$ cat src/rtl/regfile_pkg.sv
// Shared types and helpers for the paired register file.
// Latency: n/a (compile-time definitions only).
// Backpressure: n/a.
//
// Contents: clog2 helper, default-width register/pair types, and the
// offsets of the high and low registers within a pair.
package regfile_pkg;

    localparam int DEF_WIDTH = 8;

    typedef logic [DEF_WIDTH-1:0]   reg_t;
    typedef logic [2*DEF_WIDTH-1:0] pair_t;

    // Pair p occupies reg[2p] (high half) and reg[2p+1] (low half).
    localparam logic PAIR_HI_OFS = 1'b0;
    localparam logic PAIR_LO_OFS = 1'b1;

    function automatic int clog2(input int n);
        int r;
        r = 0;
        while ((1 << r) < n) begin
            r = r + 1;
        end
        return r;
    endfunction

endpackage

$ cat src/rtl/register_file_paired_incdec.sv
// Combinational +/-1 on a register pair, with wrap-around detection.
// Latency: 0 cycles (pure combinational).
// Backpressure: none; result is always valid for the current input.
//
// Ports: pair_in (2*WIDTH) value to adjust, dec (0 = +1, 1 = -1),
//        pair_out (2*WIDTH) adjusted value, wrap (1 when the step crosses
//        all-ones <-> zero).
module pair_incdec #(
    parameter int WIDTH = 8
) (
    input  logic [2*WIDTH-1:0] pair_in,
    input  logic               dec,
    output logic [2*WIDTH-1:0] pair_out,
    output logic               wrap
);

    localparam int PWID = 2 * WIDTH;
    localparam logic [PWID-1:0] ONE = PWID'(1);

    // The carry/borrow from the low half into the high half falls out of the
    // full-width add, so both halves are handled as one number.
    assign pair_out = dec ? (pair_in - ONE) : (pair_in + ONE);
    assign wrap     = dec ? (pair_in == '0) : (&pair_in);

endmodule

$ cat src/rtl/register_file_paired.sv
// General-purpose register file with single/pair access and a pointer-pair inc/dec engine.
// Latency: writes and inc/dec land in stored state after 1 edge; reads are combinational.
// Backpressure: none; every request is accepted each cycle, writes beat a colliding inc/dec.
//
// Ports: clk, reset (sync, active-high); write port wr_en/wr_pair/wr_addr/wr_data;
//        read ports rd_addr_a/rd_data_a, rd_addr_b/rd_data_b; pair read rp_sel/rp_data;
//        inc/dec port inc_en/dec_en/inc_sel with registered wrap pulse inc_wrap.
module register_file_paired
    import regfile_pkg::*;
#(
    parameter  int WIDTH    = 8,
    parameter  int NUM_REGS = 8,
    parameter  bit BYPASS   = 1'b1,
    localparam int AW       = clog2(NUM_REGS),
    localparam int PW       = AW - 1
) (
    input  logic               clk,
    input  logic               reset,
    input  logic               wr_en,
    input  logic               wr_pair,
    input  logic [AW-1:0]      wr_addr,
    input  logic [2*WIDTH-1:0] wr_data,
    input  logic [AW-1:0]      rd_addr_a,
    output logic [WIDTH-1:0]   rd_data_a,
    input  logic [AW-1:0]      rd_addr_b,
    output logic [WIDTH-1:0]   rd_data_b,
    input  logic [PW-1:0]      rp_sel,
    output logic [2*WIDTH-1:0] rp_data,
    input  logic               inc_en,
    input  logic               dec_en,
    input  logic [PW-1:0]      inc_sel,
    output logic               inc_wrap
);

    logic [WIDTH-1:0]    regs    [NUM_REGS];
    logic [WIDTH-1:0]    wr_val  [NUM_REGS];
    logic [WIDTH-1:0]    nxt_val [NUM_REGS];
    logic [NUM_REGS-1:0] wr_hit;
    logic [NUM_REGS-1:0] inc_hit;

    logic [AW-1:0]       inc_hi_idx, inc_lo_idx;
    logic [AW-1:0]       rp_hi_idx, rp_lo_idx;
    logic [2*WIDTH-1:0]  inc_src, inc_res;
    logic                inc_req, inc_collide, inc_go, inc_wrap_raw;

    assign inc_hi_idx = {inc_sel, PAIR_HI_OFS};
    assign inc_lo_idx = {inc_sel, PAIR_LO_OFS};
    assign rp_hi_idx  = {rp_sel, PAIR_HI_OFS};
    assign rp_lo_idx  = {rp_sel, PAIR_LO_OFS};

    // inc and dec together cancel out. Any write landing on either half of the
    // selected pair kills the whole step so no half-applied carry can occur.
    assign inc_req     = inc_en ^ dec_en;
    assign inc_collide = wr_hit[inc_hi_idx] | wr_hit[inc_lo_idx];
    assign inc_go      = inc_req & ~inc_collide;
    assign inc_src     = {regs[inc_hi_idx], regs[inc_lo_idx]};

    pair_incdec #(
        .WIDTH (WIDTH)
    ) u_incdec (
        .pair_in  (inc_src),
        .dec      (dec_en),
        .pair_out (inc_res),
        .wrap     (inc_wrap_raw)
    );

    // Per-register write decode and next-value selection.
    for (genvar i = 0; i < NUM_REGS; i++) begin : g_reg
        localparam logic [AW-1:0] IDX   = AW'(i);
        localparam logic          IS_LO = (IDX[0] == PAIR_LO_OFS);

        assign wr_hit[i]  = wr_en & (wr_pair ? (wr_addr[AW-1:1] == IDX[AW-1:1])
                                             : (wr_addr == IDX));
        assign wr_val[i]  = (wr_pair && !IS_LO) ? wr_data[2*WIDTH-1:WIDTH]
                                                : wr_data[WIDTH-1:0];
        assign inc_hit[i] = inc_go & (inc_sel == IDX[AW-1:1]);
        assign nxt_val[i] = wr_hit[i]  ? wr_val[i] :
                            inc_hit[i] ? (IS_LO ? inc_res[WIDTH-1:0]
                                                : inc_res[2*WIDTH-1:WIDTH]) :
                                         regs[i];
    end

    always_ff @(posedge clk) begin
        if (reset) begin
            for (int i = 0; i < NUM_REGS; i++) begin
                regs[i] <= '0;
            end
            inc_wrap <= 1'b0;
        end else begin
            for (int i = 0; i < NUM_REGS; i++) begin
                regs[i] <= nxt_val[i];
            end
            inc_wrap <= inc_go & inc_wrap_raw;
        end
    end

    // Forwarding covers only write data; inc/dec results show up from storage
    // on the following cycle.
    if (BYPASS) begin : g_bypass
        assign rd_data_a = wr_hit[rd_addr_a] ? wr_val[rd_addr_a] : regs[rd_addr_a];
        assign rd_data_b = wr_hit[rd_addr_b] ? wr_val[rd_addr_b] : regs[rd_addr_b];
        assign rp_data   = {wr_hit[rp_hi_idx] ? wr_val[rp_hi_idx] : regs[rp_hi_idx],
                            wr_hit[rp_lo_idx] ? wr_val[rp_lo_idx] : regs[rp_lo_idx]};
    end else begin : g_direct
        assign rd_data_a = regs[rd_addr_a];
        assign rd_data_b = regs[rd_addr_b];
        assign rp_data   = {regs[rp_hi_idx], regs[rp_lo_idx]};
    end

endmodule

$ cat config.mk
export PLATFORM = sky130hd
export DESIGN_NAME = register_file_paired
export DESIGN_NICKNAME = d
export VERILOG_FILES = /design/src/rtl/regfile_pkg.sv /design/src/rtl/register_file_paired_incdec.sv /design/src/rtl/register_file_paired.sv
export SDC_FILE = /design/constraint.sdc
export NUM_CORES = 1
export LEC_CHECK = 0
export ABC_AREA = 1
export CORE_MARGIN = 3
export CORE_UTILIZATION = 55
export DETAILED_ROUTE_END_ITERATION = 12
export DONT_BUFFER_PORTS = 1
export PLACE_DENSITY = 0.76
export SLEW_MARGIN = 30
export SYNTH_ARGS = -nofsm -noshare
export SYNTH_HDL_FRONTEND = slang
export SYNTH_SLANG_ARGS = --single-unit
$ cat constraint.sdc
create_clock -name clk -period 7.2 [get_ports clk]
set_input_delay 1.44 -clock clk [delete_from_list [all_inputs] [get_ports clk]]
set_output_delay 1.44 -clock clk [all_outputs]
set_load 0.02 [all_outputs]
==> impl_metrics.json <==
{
  "die-area_um2": 14300,
  "end_kind": "primary output",
  "clock_skew_ns": 0.00800,
  "synth_edf_count": 64,
  "rows": 40,
  "multi_input_area_um2": 4380,
  "switchingPower_uw": 623,
  "rsz0062_at_grt": "no",
  "hold_depth": 5,
  "die_h_um": 120,
  "gr-usage-met2_pct": 55.4,
  "most-common-layout-cells": "nand2_1 (233), a21oi_1 (190), nor2_1 (131), o21ai_0 (125), inv_1 (113)",
  "syn_to_final_growth_pct": 3.62,
  "port_buffers": 0,
  "crit_type": "in2out",
  "reg2reg_slack_ns": 4.00,
  "synth_cells": 1127,
  "drive_above_1_share_pct": 7.67,
  "gp_congestion": 0.997,
  "grt-ovfl-total": 0,
  "reg2reg_from": "regs[5][1]",
  "crit_chain": "inv_2 -> nor2_4 -> nand2_2 -> nor2_2 -> a21oi_1 -> o21ai_2 -> nand2_1 -> o21ai_4 -> nor2_1 -> a21oi_1",
  "synth_seq_area_share_pct": 27.3,
  "cts_resized": 0,
  "drtIter0Drc": 1240,
  "ys_ff_latch": 65,
  "syn-cell-area_um2": 7120,
  "required_ns": 5.76,
  "placed_cell_area_um2": 7040,
  "clkPwrFrac_pct": 32.2,
  "dpl.hpwl_um": 19700,
  "clkLatencyLatePin_ns": 0.35,
  "slowest_delay_ns": 0.47,
  "r2r-end": "regs[4][2]",
  "grt_pass1_wl_um": 40000,
  "grt_util_met3_pct": 9.61,
  "setup_viol": 0,
  "busiest_layer": "met2",
  "period_minus_slack_ns": 4.89,
  "path_max_fanout": 16,
  "syn-num-nets": 1177,
  "cts_sinks": 65,
  "intPower_uw": 972,
  "drc_errors": 0,
  "status": "finished, final reports clean",
  "grtUsageTotal_pct": 36.5,
  "cts_tree": "built",
  "crit_slowest_cell": "nor2_2",
  "ctsHoldBuffers": 0,
  "yosysWarnings": 0,
  "holdCritPathClass": "reg2reg",
  "worstPathArrival_ns": 3.45,
  "viasPerCell": 6.35,
  "wl_um": 26700,
  "grt_pass1_vias": 6928,
  "cts_buffer_depth": 2,
  "fin_area_um2": 7370,
  "powerDensity_nw_per_um2": 216,
  "coreArea_um2": 12300,
  "vias": 7934,
  "antenna_found_initial": 2,
  "drt-pass1-iter-count": 7,
  "swShare_pct": 39.1,
  "cp_common_cell": "a21oi_1",
  "fmax_ghz": 0.204,
  "pwr-share-seq_pct": 32.6,
  "fin_tns_setup_ns": 0,
  "die_x_um": 120,
  "ys_types": 45,
  "async_flop_share_pct": 0,
  "antenna_cells": 0,
  "worst_hold_startpoint": "regs[6][7]",
  "hold-worst-slack_ns": 0.854,
  "seq_area_um2": 1940,
  "vdd_drop_max_uv": 186,
  "drv_cap": 0,
  "min_to": "inc_wrap",
  "cts_buffers": 9,
  "initial_core_util_pct": 57.8,
  "grt_util_met1_pct": 49.3,
  "cts-htree-levels": 3,
  "power_mw": 1.60,
  "fin_nets": 1127,
  "fillers": 1240,
  "final_common_cell": "nand2_1",
  "relSlewSlack_pct": 32.9,
  "root_buffer": "clkbuf_16",
  "ios": 68,
  "ant_nets": 0,
  "grt_max_degree": 58,
  "fin_crit_sh_pct": 68.0,
  "finalHoldViolCount": 0,
  "wire_per_inst_um": 21.3,
  "post_cts.repair.setup_buffers": 0,
  "tightest_slew_ns": 0.996,
  "clk_pin_slew_ns": 0.06,
  "slew_violations": 0,
  "syn_area_per_cell_um2": 6.31,
  "synth_top_flop_cell": "edfxtp_1",
  "p_comb_share_pct": 35.2,
  "crit_path_start_kind": "primary input",
  "p_leak_nw": 3.28,
  "rr_worst_depth": 14
}
## registers in the layout, indices dropped and copies added, names as in the netlist
signal and cells:
regs 64, inc_wrap 1
## logic make-up (layout without fill, tap and decap cells)
| family | count (synthesis) | count (layout) | synth area share [%] |
|---|---|---|---|
| buffers and inverters | 194 | 149 | 11.2 |
| muxes | 1 | 1 | 0.141 |
| xor gates and xnor gates | 11 | 11 | 1.35 |
| and+or+nand+nor | 460 | 460 | 28.2 |
| adders and majority gates | 15 | 15 | 2.74 |
| AOI/OAI and AO/OA | 381 | 381 | 29.1 |
| DFF | 65 | 65 | 27.3 |
## layer usage
metal / vias to the layer above / part of all wire [%]
met5: - / 0.079
met4: 4 / 5.2
met3: 129 / 14
met2: 624 / 42
met1: 3501 / 38
li1: 3676 / -
## layout make-up
cell class	count	area share [%]
clock inverters	6	1.44
inverters	131	6.70
clock buffers	10	3.11
multi-input cells	868	59.4
well taps	168	2.85
repair buffers	2	0.204
flip-flops and latches	65	26.3
## worst max-delay path by stage
| stage | startpoint | endpoint | slack, ns | cells after the start |
|---|---|---|---|---|
| detailed placement | wr_en | rd_data_b[0] | 2.40 | 10 |
| CTS | wr_en | rd_data_b[0] | 2.40 | 10 |
| finish | wr_en | rd_data_b[0] | 2.31 | 10 |
| floorplan | wr_pair | rp_data[5] | 2.91 | 9 |
| global placement | wr_en | rd_data_b[4] | 2.47 | 10 |
| global route | rd_addr_a[0] | rd_data_a[2] | 2.14 | 6 |
## synthesized netlist by cell type, types with 14 or more instances
cell type	number	area share, %
nand2_1	233	12
ha_1	14	2.5
buf_2	17	1.2
o21ai_0	126	8.9
edfxtp_1	64	27
clkbuf_1	36	1.9
a21oi_1	190	13
or2_2	15	1.3
nor2_1	131	6.9
nand3_1	40	2.8
inv_1	114	6.0
## power by group through the flow
stage               clock, mW  sequential, mW  combinational, mW
floorplan                   0           0.496              0.443
global placement            0           0.522              0.542
detailed placement          0           0.522              0.545
CTS                     0.509           0.514              0.549
global route            0.523           0.520              0.619
finish                  0.513           0.520              0.562
## worst max-delay path: cells and delay by family
kind            cells  cell delay, ns
compound gates      4            1.10
simple gates        5            0.89
buf+inv             1            0.02
## metrics by stage
step	std cells	utilization [%]	setup slack (ns)
6_report	1250	59.9	2.31
3_5_place_dp	1234	57.2	2.40
3_3_place_gp	1234	57.2	2.47
5_1_grt	1250	59.9	2.14
4_1_cts	1250	59.9	2.40
2_1_floorplan	1127	-	2.91
Power figures use the tool's default switching activity.
